==> config.mk <==
export PLATFORM = sky130hd
export DESIGN_NAME = dsp48a1_mac_ctrl
export DESIGN_NICKNAME = d
export VERILOG_FILES = /design/src/rtl/dsp48a1_pkg.sv /design/src/rtl/dsp_ctrl_pipe.sv /design/src/rtl/dsp48a1_mac_ctrl.sv
export SDC_FILE = /design/constraint.sdc
export NUM_CORES = 1
export LEC_CHECK = 0
export ABC_AREA = 1
export CORE_MARGIN = 10
export CORE_UTILIZATION = 28
export DETAILED_ROUTE_END_ITERATION = 10
export GPL_TIMING_DRIVEN = 1
export PLACE_DENSITY = 0.53
export SKIP_LAST_GASP = 1
export SLEW_MARGIN = 25
export SYNTH_ARGS = -nofsm -noshare
export SYNTH_HDL_FRONTEND = slang
export SYNTH_SLANG_ARGS = --single-unit
==> constraint.sdc <==
create_clock -name clk -period 1.8 [get_ports clk]
set_clock_uncertainty 0.1 [all_clocks]
set_input_delay 0.36 -clock clk [delete_from_list [all_inputs] [get_ports clk]]
set_output_delay 0.36 -clock clk [all_outputs]
set_load 0.02 [all_outputs]
==> src/rtl/dsp48a1_pkg.sv <==
// Shared constants and types for the DSP48A1 MAC sequencer.
// Optional overflow flag is compiled in with DSP48A1_OVF_FLAG_EN.
package dsp48a1_pkg;

    localparam int A_W = 18;
    localparam int P_W = 48;

    localparam logic [7:0] OPMODE_FIRST = 8'b0000_0001;
    localparam logic [7:0] OPMODE_ACC   = 8'b0000_1001;

    typedef enum logic [1:0] {
        IDLE,
        ISSUE,
        DRAIN,
        HOLD
    } state_e;

endpackage

==> src/rtl/dsp_ctrl_pipe.sv <==
// Clock-enabled shift register that tracks DSP pipeline stages.
// Advances only when the DSP clock enables are high.
module dsp_ctrl_pipe #(
    parameter int W     = 1,
    parameter int DEPTH = 1
) (
    input  logic         clk_i,
    input  logic         rst_i,
    input  logic         ce_i,
    input  logic [W-1:0] d_i,
    output logic [W-1:0] q_o
);

    logic [W-1:0] sr_q [DEPTH];

    always_ff @(posedge clk_i) begin
        if (rst_i) begin
            for (int i = 0; i < DEPTH; i++) sr_q[i] <= '0;
        end else if (ce_i) begin
            sr_q[0] <= d_i;
            for (int i = 1; i < DEPTH; i++) sr_q[i] <= sr_q[i-1];
        end
    end

    assign q_o = sr_q[DEPTH-1];

endmodule

==> src/rtl/dsp48a1_mac_ctrl.sv <==
// N-term MAC sequencer driving a DSP48A1 (A/B, OPMODE, CE, RST; reads P).
// Define DSP48A1_OVF_FLAG_EN to add the sticky res_ovf carry flag.
module dsp48a1_mac_ctrl
    import dsp48a1_pkg::*;
#(
    parameter int N_MAC   = 8,
    parameter int LATENCY = 3,
    parameter int OPM_LAG = 2
) (
    input  logic           clk,
    input  logic           RST,
    input  logic           in_valid,
    output logic           in_ready,
    input  logic [A_W-1:0] in_a,
    input  logic [A_W-1:0] in_b,
    output logic           res_valid,
    input  logic           res_ready,
    output logic [P_W-1:0] res_p,
    output logic [A_W-1:0] dsp_a,
    output logic [A_W-1:0] dsp_b,
    output logic [7:0]     dsp_opmode,
    output logic           dsp_ce,
    output logic           dsp_rst,
    input  logic [P_W-1:0] dsp_p,
    input  logic           dsp_carryout
`ifdef DSP48A1_OVF_FLAG_EN
    ,
    output logic           res_ovf
`endif
);

    localparam int CW = $clog2(N_MAC + 1);

    state_e         state_q, state_d;
    logic [CW-1:0]  iss_cnt_q, iss_cnt_d;
    logic [CW-1:0]  ext_cnt_q, ext_cnt_d;
    logic           res_valid_q, res_valid_d;
    logic [P_W-1:0] res_p_q, res_p_d;
    logic [A_W-1:0] a_q, a_d, b_q, b_d;
    logic           ce_q, ce_d;
    logic           tok_q, tok_d;
    logic [7:0]     tag_q, tag_d;
    logic           rst_q;
    logic           tok_out;
    logic           cap;
    logic           acc_res;

    // Token at the valid-pipe output marks the cycle P holds that product.
    assign cap     = (state_q == DRAIN) && tok_out
                     && (ext_cnt_q == CW'(N_MAC - 1));
    assign acc_res = (state_q == HOLD) && res_ready;

    always_comb begin
        state_d     = state_q;
        iss_cnt_d   = iss_cnt_q;
        ext_cnt_d   = ext_cnt_q;
        res_valid_d = res_valid_q;
        res_p_d     = res_p_q;
        a_d         = a_q;
        b_d         = b_q;
        ce_d        = 1'b0;
        tok_d       = 1'b0;
        tag_d       = tag_q;
        if (tok_out && ce_q) ext_cnt_d = ext_cnt_q + CW'(1);
        unique case (state_q)
            IDLE: begin
                iss_cnt_d = '0;
                state_d   = ISSUE;
            end
            ISSUE: begin
                if (in_valid) begin
                    a_d       = in_a;
                    b_d       = in_b;
                    ce_d      = 1'b1;
                    tok_d     = 1'b1;
                    tag_d     = (iss_cnt_q == '0) ? OPMODE_FIRST : OPMODE_ACC;
                    iss_cnt_d = iss_cnt_q + CW'(1);
                    if (iss_cnt_q == CW'(N_MAC - 1)) state_d = DRAIN;
                end
            end
            DRAIN: begin
                ce_d = 1'b1;
                if (cap) begin
                    res_p_d     = dsp_p;
                    res_valid_d = 1'b1;
                    ext_cnt_d   = '0;
                    state_d     = HOLD;
                end
            end
            HOLD: begin
                if (acc_res) begin
                    res_valid_d = 1'b0;
                    iss_cnt_d   = '0;
                    state_d     = ISSUE;
                end
            end
            default: state_d = IDLE;
        endcase
    end

    always_ff @(posedge clk) begin
        if (RST) begin
            state_q     <= IDLE;
            iss_cnt_q   <= '0;
            ext_cnt_q   <= '0;
            res_valid_q <= 1'b0;
            res_p_q     <= '0;
            a_q         <= '0;
            b_q         <= '0;
            ce_q        <= 1'b0;
            tok_q       <= 1'b0;
            tag_q       <= '0;
        end else begin
            state_q     <= state_d;
            iss_cnt_q   <= iss_cnt_d;
            ext_cnt_q   <= ext_cnt_d;
            res_valid_q <= res_valid_d;
            res_p_q     <= res_p_d;
            a_q         <= a_d;
            b_q         <= b_d;
            ce_q        <= ce_d;
            tok_q       <= tok_d;
            tag_q       <= tag_d;
        end
    end

    always_ff @(posedge clk) rst_q <= RST;

    dsp_ctrl_pipe #(.W(1), .DEPTH(LATENCY)) u_vld_pipe (
        .clk_i (clk),
        .rst_i (RST),
        .ce_i  (ce_q),
        .d_i   (tok_q),
        .q_o   (tok_out)
    );

    dsp_ctrl_pipe #(.W(8), .DEPTH(OPM_LAG)) u_opm_pipe (
        .clk_i (clk),
        .rst_i (RST),
        .ce_i  (ce_q),
        .d_i   (tag_q),
        .q_o   (dsp_opmode)
    );

`ifdef DSP48A1_OVF_FLAG_EN
    logic ovf_q, res_ovf_q;

    always_ff @(posedge clk) begin
        if (RST) begin
            ovf_q     <= 1'b0;
            res_ovf_q <= 1'b0;
        end else if (cap) begin
            ovf_q     <= 1'b0;
            res_ovf_q <= ovf_q | dsp_carryout;
        end else begin
            if (tok_out && ce_q) ovf_q <= ovf_q | dsp_carryout;
            if (acc_res) res_ovf_q <= 1'b0;
        end
    end

    assign res_ovf = res_ovf_q;
`else
    logic unused_carry;
    assign unused_carry = dsp_carryout;
`endif

    assign in_ready  = (state_q == ISSUE);
    assign res_valid = res_valid_q;
    assign res_p     = res_p_q;
    assign dsp_a     = a_q;
    assign dsp_b     = b_q;
    assign dsp_ce    = ce_q;
    assign dsp_rst   = rst_q;

endmodule
==> run_results.csv, run 1 <==
group,metric,value,unit
outcome,outcome,"completed",
hold_path,hp-class,"in -> reg",
place,post-place-ws,0.02177,ns
critical_path,crit_slowest_cell,"clkdlybuf4s50_1",
layout,fin_area,6509,um2
critical_path,critPathMaxFanout,2,
sta,setup_viol,0,
sta,tightest_slew,0.5588,ns
clock_network,tritoncts,"done",
power,power,6.315,mW
clock_network,cts_sinks,107,
power,powerDensity,970.3,nW/um2
route,ant_nets,0,
sta,worst_slack,0.04264,ns
floorplanning,fp.dieH,142.7,um
critical_path,critical_path_required,1.34,ns
critical_path,critical_path_class,"reg -> out",
critical_path,critPathMaxStageDelay,0.63,ns
route,first_iter_violations,115,
floorplanning,pin_count,185,
sta,period_minus_slack,1.757,ns
place,dp_hpwl,9.837,mm
route,wire_per_inst,15.32,um
critical_path,crit_chain,"clkdlybuf4s50_1",
clock_network,insertion_delay,0.34,ns
route,vias,3848,
sta,setup-tns-final,0,ns
floorplanning,rows,44,
synth,synth.ff_latch_count,107,
synth,synth.largest_area_cell,"dfxtp_1",
global_route,grt_start_max_net_pins,50,
run,cap_viol_max_count,0,
place,numPlacedInstances,855,
synth,yosys_warnings,0,
global_route,grt_pass1_vias,3826,
layout,postLayoutCoreUtil,44.45,%
clock_network,cts.clk_slew.worst_paths,0.07,ns
sta,fmax,569.0,MHz
global_route,track_usage,12.66,%
place,numPortBuffers,177,
route,drt-pass1-iter-count,4,
floorplanning,initial_utilization,28.77,%
clock_network,cts.path.max_buffers,2,
route,drc,0,
global_route,grt_first_pass_wirelength,20.73,mm
clock_network,cts.htree.levels,3,
route,viasPerCell,4.433,
synth,syn_inst,512,
layout,layout-drive-gt1-share,8.333,%
sta,min_period_over_period,97.63,%
sta,report.final.slew_viol_count,0,
critical_path,worst-path-buf-inv,1,
layout,final_cells,868,
floorplanning,fp.dieW,142.7,um
floorplanning,core_region_area,14640,um2
synth,synth_top_area_share,47.52,%
synth,netlist_area,4213,um2
critical_path,path_delay_family,"buffers and inverters",
route,finalWirelength,13.30,mm
place,gp_congestion,0.7824,
sta,hold_viol,0,
synth,ys_types,28,
critical_path,arrival,1.30,ns
clock_network,cts_hold_buf,0,
synth,synth.area.top_cells,"dfxtp_1, nor2_1, a21oi_1",
floorplanning,dieArea,20350,um2
clock_network,numCtsBuffers,9,
global_route,grt_remaining_overflow,0,
place,placed_cell_area,6165,um2
synth,syn_area_per_cell,8.228,um2
synth,yosysSeqAreaShare,52.51,%
critical_path,critPathCaptureType,"primary output",
power,ir_worst_vdd,0.6223,mV
power,power_leakage,3.182,nW
sta,hold_slack,0.1942,ns
critical_path,cp-start-kind,"register",
global_route,antenna_found_initial,0,
clock_network,root_buffer,"clkbuf_16",
layout,fin_nets,779,
sta,relSlewSlack,62.75,%
layout,syn2layout_area_growth,54.50,%
layout,antenna_cells,0,
## worst reg2reg max path, cell delays in order, from the launching register on
cell and delay [ns]:
dfxtp_1 0.41, inv_1 0.11, ha_1 0.23, nand2_1 0.09, inv_2 0.05, nand2_2 0.13, buf_12 0.20, nand2_1 0.07
a21oi_1 0.14
## power by group
group	total [mW]	switching (mW)	internal, mW	leakage, nW
sequential	2.81	0.145	2.66	0.884
clock	1.73	0.816	0.916	0.118
combinational	1.78	0.978	0.798	2.18
total	6.32	1.94	4.38	3.18
## cells in the mapped netlist (all sizes together)
cell type and count:
a21oi 55, a31oi 1, and3 1, buf 22
clkbuf 19, conb 1, dfxtp 100, edfxtp 7
ha 8, inv 28, nand2 71, nand3 58
nand4 2, nor2 94, nor3 1, nor3b 1
o21ai 41, or2 1, xor2 1
## repair_timing
action,4_1_cts,5_1_grt
endpoints found under the setup margin,13,62
endpoints found under the hold margin,0,0
resized for setup,15,47
buffers inserted,0,0
## registers in the layout (all words and copies together) (netlist names), 2 cells and up
| name | flops |
|---|---|
| u_vld_pipe.sr_q | 3 |
| u_opm_pipe.sr_q | 4 |
| ext_cnt_q | 4 |
| res_p | 48 |
| tag_q | 2 |
| dsp_a | 18 |
| dsp_b | 18 |
| iss_cnt_q | 4 |
| state_q | 2 |
## cell type report
type | instances | area, um2
clock buffer | 12 | 236.5
clock inverter | 1 | 5.005
fill | 1463 | 8135
inverter | 28 | 105.1
multi-input combinational | 341 | 1680
sequential | 107 | 2213
tap | 184 | 230.2
timing repair buffer | 195 | 2038
## routing by layer
metal  vias up  GRT usage, %  wire length (um)  part of all wire, %
met1      1733         14.11              5430                   41
li1       1987             -                 -                    -
met5         -             0                 0                    0
met4         0         4.506               174                  1.3
met2       115         19.83              6215                   47
met3        13         7.231              1477                   11
## worst paths after layout
path | start | end | slack, ns | depth (start not counted)
min | RST | iss_cnt_q[2] | 0.19 | 2
max reg2reg | state_q[0] | res_p[26] | 0.19 | 8
max | res_p[29] | res_p[29] | 0.04 | 1
min reg2reg | res_p[9] | res_p[9] | 0.36 | 2
## logic make-up (layout without fill, tap and decap cells)
family,after synthesis,after routing,synth area share (%)
buffers and inverters,69,236,8.108
adder cells (fa/ha/maj),8,8,2.376
flip-flops,107,107,52.51
AO/OA/AOI/OAI,97,97,11.55
other,1,6,0.08901
AND/OR/NAND/NOR,229,229,25.16
XOR/XNOR,1,1,0.2079
## cells in the final DEF, fill, tap and decap left out, types with 6 or more instances in the layout
| cell | count |
|---|---|
| clkdlybuf4s50_1 | 118 |
| dfxtp_1 | 99 |
| nor2_1 | 93 |
| nand2_1 | 68 |
| a21oi_1 | 55 |
| dlymetal6s2s_1 | 45 |
| nand3_1 | 38 |
| o21ai_0 | 31 |
| inv_1 | 27 |
| nand3_2 | 20 |
| buf_4 | 15 |
| dlygate4sd2_1 | 12 |
| o21ai_1 | 10 |
| clkbuf_16 | 9 |
| ha_1 | 8 |
| edfxtp_1 | 7 |
| conb_1 | 6 |
Note: power is estimated with default switching activity, not from simulation.
==> run 2, diff against run 1 <==
Settings changed: CORE_ASPECT_RATIO set to 0.8.
==> run_results.csv, run 2 (synthesis results as in run 1) <==
group,metric,value,unit
layout,layout-drive-gt1-share,8.199,%
global_route,antenna_found_initial,0,
power,p_sw_share,29.11,%
sta,rsz0062_at_grt,"false",
clock_network,numCtsBuffers,9,
route,drt-pass1-iter-count,4,
power,power_leakage,3.274,nW
route,first_iter_violations,235,
power,pwr-share-comb,25.9,%
route,vias,3935,
layout,final_common_cell,"clkdlybuf4s50_1",
critical_path,critical_path_class,"reg -> out",
critical_path,critPathMaxStageDelay,0.62,ns
place,dp_hpwl,9.793,mm
power,intPower,4.887,mW
route,finalWirelength,13.63,mm
critical_path,cp-start-kind,"register",
sta,hold_viol,0,
critical_path,crit_slowest_cell,"clkdlybuf4s50_1",
critical_path,arrival,1.30,ns
sta,min_period_over_period,97.75,%
critical_path,crit_chain,"clkdlybuf4s50_1",
route,wire_per_inst,15.63,um
clock_network,root_buffer,"clkbuf_16",
place,numPortBuffers,177,
layout,antenna_cells,0,
floorplanning,rows,40,
critical_path,worst-path-buf-inv,1,
clock_network,cts.clk_slew.worst_paths,0.07,ns
clock_network,cts_sinks,107,
critical_path,critPathCaptureType,"primary output",
sta,setup_viol,0,
sta,fmax,568.4,MHz
place,gp_congestion,0.7734,
sta,period_minus_slack,1.759,ns
layout,mostFrequentLayoutCells,"clkdlybuf4s50_1, dfxtp_1, nor2_1, nand2_1, a21oi_1",
sta,relSlewSlack,60.74,%
outcome,outcome,"completed",
floorplanning,fp.dieH,129.7,um
layout,largest_reg_flops,48,
floorplanning,dieArea,20380,um2
place,post-place-ws,0.05854,ns
power,ir_worst_vdd,0.5314,mV
sta,tightest_slew,0.5889,ns
sta,setup-tns-final,0,ns
global_route,grt_first_pass_wirelength,21.24,mm
run,cap_viol_max_count,0,
layout,fin_nets,775,
floorplanning,core_region_area,14860,um2
power,power_frac_clock,33.5,%
sta,worst_slack,0.04055,ns
route,drc,0,
critical_path,regToRegSetupSlack,0.21,ns
floorplanning,pin_count,185,
power,p_seq_share,40.5,%
global_route,grt_remaining_overflow,0,
route,wl_met3,997,um
layout,nFillCells,1429,
floorplanning,initial_utilization,28.34,%
global_route,grt_pass1_vias,3927,
clock_network,tritoncts,"done",
route,wl_met2,6.529,mm
critical_path,path_delay_family,"buffers and inverters",
clock_network,cts.htree.levels,3,
floorplanning,fp.dieW,157.1,um
layout,syn2layout_area_growth,56.88,%
critical_path,critPathMaxFanout,2,
route,viasPerCell,4.513,
clock_network,cts.path.max_buffers,2,
clock_network,insertion_delay,0.35,ns
route,maxUsedRoutingLayer,"met4",
power,powerDensity,1043,nW/um2
global_route,grt_start_max_net_pins,51,
route,ant_nets,0,
hold_path,hp-class,"in -> reg",
power,p_sw,2.007,mW
critical_path,critical_path_required,1.34,ns
clock_network,cts_hold_buf,0,
route,wl_met1,5.799,mm
sta,report.final.slew_viol_count,0,
global_route,track_usage,13.05,%
==> run 2: worst paths after layout <==
path,end,depth (start not counted),from
worst max-delay path,dsp_b[11],1,dsp_b[11]
worst min-delay path,iss_cnt_q[2],2,RST
worst max register to register,res_p[17],8,state_q[0]
worst min register to register,res_p[10],2,res_p[10]
==> run 2: per-layer routing <==
metal  track usage, %  up-vias
li1                 -     1984
met1            15.79     1817
met2            20.90      113
met3            4.901       21
met4            4.720        0
met5                0        -
==> run 2: final cells by class <==
cell class | count | area [um2] | area share, %
Multi-Input combinational cell | 341 | 1678 | 25.39
Tap cell | 189 | 236.5 | 3.578
Timing Repair Buffer | 191 | 2021 | 30.58
Clock inverter | 3 | 65.06 | 0.9845
Clock buffer | 13 | 291.5 | 4.411
Inverter | 28 | 105.1 | 1.590
Sequential cell | 107 | 2212 | 33.47
==> run 2: stage by stage <==
step	cell area [um2]	cells	power [mW]	hold slack [ns]	util [%]
global route	6609	872	7.302	0.1851	44.46
global placement	6166	856	4.660	0.3471	41.48
finish	6609	872	6.895	0.1669	44.46
floorplan	4232	517	3.798	0.2877	-
detailed placement	6166	856	4.703	0.3525	41.48
CTS	6495	872	7.041	0.1527	43.70
==> run 2: what timing repair did <==
item | 4_1_cts | 5_1_grt
setup buffers | 0 | 0
resized for setup | 22 | 46
setup endpoints to repair | 22 | 46
pin swaps | 0 | 0
==> run 2: power by group through the flow <==
stage	sequential (mW)	combinational (mW)	clock, mW
2_1_floorplan	3.09	0.706	0
3_3_place_gp	2.84	1.82	0
3_5_place_dp	2.86	1.85	0
4_1_cts	2.80	1.83	2.41
5_1_grt	2.83	1.99	2.49
6_report	2.80	1.79	2.31
==> run 3, diff against run 2 <==
Settings changed: PLACE_DENSITY 0.53 to 0.55.
Clock period 1.8 ns to 1.5 ns, I/O delays scaled along.
==> run_results.csv, run 3 (synthesis results as in run 1) <==
group,metric,value,unit
clock_network,cts.path.max_buffers,2,
hold_path,hp-start,"RST",
floorplanning,rows,40,
route,viasPerCell,4.581,
outcome,violations,"negative setup slack",
critical_path,critPathCaptureType,"register",
critical_path,rr_worst_depth,9,
floorplanning,fp.dieH,129.7,um
clock_network,cts_hold_buf,0,
clock_network,cts.clk_slew.worst_paths,0.07,ns
critical_path,regToRegSetupSlack,-0.03,ns
critical_path,critical_path_required,1.67,ns
global_route,antenna_found_initial,0,
sta,tightest_slew,0.6471,ns
place,numPortBuffers,177,
layout,mostFrequentLayoutCells,"dfxtp_1, nor2_1, clkdlybuf4s50_1, dlygate4sd2_1, nand2_1",
critical_path,r2r-end,"res_p[34]",
power,ir_worst_vdd,0.5211,mV
critical_path,r2r_start,"state_q[1]",
layout,fin_area,7247,um2
global_route,grt_pass1_vias,4208,
clock_network,cts.htree.levels,3,
sta,relSlewSlack,56.86,%
clock_network,numCtsBuffers,9,
sta,hold_slack,0.1306,ns
route,ant_nets,0,
critical_path,arrival,1.70,ns
floorplanning,fp.dieW,157.1,um
floorplanning,initial_utilization,28.34,%
outcome,outcome,"complete, but fails checks",
route,finalWirelength,15.71,mm
layout,fin_nets,809,
sta,setup-tns-final,-0.05167,ns
place,gp_congestion,0.7700,
global_route,track_usage,14.39,%
critical_path,critPathMaxFanout,8,
critical_path,cp-start-kind,"register",
critical_path,critical_path_class,"reg -> reg",
power,power,7.865,mW
layout,postLayoutCoreUtil,48.75,%
place,numPlacedInstances,861,
clock_network,insertion_delay,0.34,ns
hold_path,min_to,"iss_cnt_q[1]",
floorplanning,pin_count,185,
global_route,grt_start_max_net_pins,50,
layout,antenna_cells,0,
power,power_leakage,3.068,nW
place,placed_cell_area,6206,um2
hold_path,min_path_cells,2,
sta,hold_viol,0,
sta,report.final.slew_viol_count,0,
layout,syn2layout_area_growth,72.02,%
layout,layout-drive-gt1-share,21.62,%
global_route,grt_remaining_overflow,0,
sta,fmax,655.0,MHz
floorplanning,core_region_area,14860,um2
sta,setup_viol,6,
sta,rsz0062_at_grt,"true",
clock_network,tritoncts,"done",
global_route,grt_first_pass_wirelength,23.33,mm
place,dp_hpwl,9.767,mm
run,cap_viol_max_count,0,
power,powerDensity,1085,nW/um2
route,first_iter_violations,247,
layout,largest_reg_flops,48,
clock_network,cts_sinks,107,
hold_path,hp-class,"in -> reg",
layout,final_cells,906,
place,post-place-ws,-0.2192,ns
sta,worst_slack,-0.02662,ns
route,wire_per_inst,17.34,um
layout,nFillCells,1418,
route,drt-pass1-iter-count,4,
layout,final_common_cell,"dfxtp_1",
sta,period_minus_slack,1.527,ns
clock_network,root_buffer,"clkbuf_16",
route,vias,4150,
floorplanning,dieArea,20380,um2
sta,min_period_over_period,101.8,%
route,drc,0,
run 3: what timing repair did:
item,4_1_cts,5_1_grt
pin swaps,2,21
gates cloned,9,8
setup buffers,10,2
resized for setup,117,93
setup endpoints to repair,166,86
run 3: where the power goes:
group	internal (mW)	switching (mW)	leakage, nW
Sequential	3.20	0.158	0.887
Combinational	1.01	1.28	2.05
Clock	1.12	1.09	0.131
run 3: area by class of cell:
class	count	area, um2	area share (%)
timing repair buffer	224	2449	33.79
sequential	107	2222	30.66
multi-input combinational	342	1958	27.02
tap	189	236.5	3.263
clock buffer	9	225.2	3.108
inverter	28	112.6	1.554
clock inverter	7	43.79	0.6043
run 3: how the worst max path moves through the flow:
stage	start	endpoint	slack, ns
finish	state_q[1]	res_p[34]	-0.03
global route	state_q[1]	res_p[33]	-0.05
CTS	state_q[1]	in_ready	-0.20
detailed placement	res_ready	iss_cnt_q[2]	-0.22
global placement	res_ready	iss_cnt_q[2]	-0.17
floorplan	state_q[1]	dsp_b[14]	0.001
run 3: routing by layer:
metal	track usage, %	share of wire, %	vias up
met2	23.28	47	98
met3	4.243	5.6	16
met5	0	0	-
li1	-	-	2061
met1	18.20	45	1975
met4	4.391	1.7	0
run 3: worst max-delay path: stages, from the launching register on:
cell and delay [ns]:
dfxtp_2 0.33, buf_6 0.12, ha_4 0.17, nand2_4 0.08, inv_4 0.05, buf_12 0.13, nand2_8 0.11, buf_12 0.16
nand2_1 0.06, a21oi_1 0.14
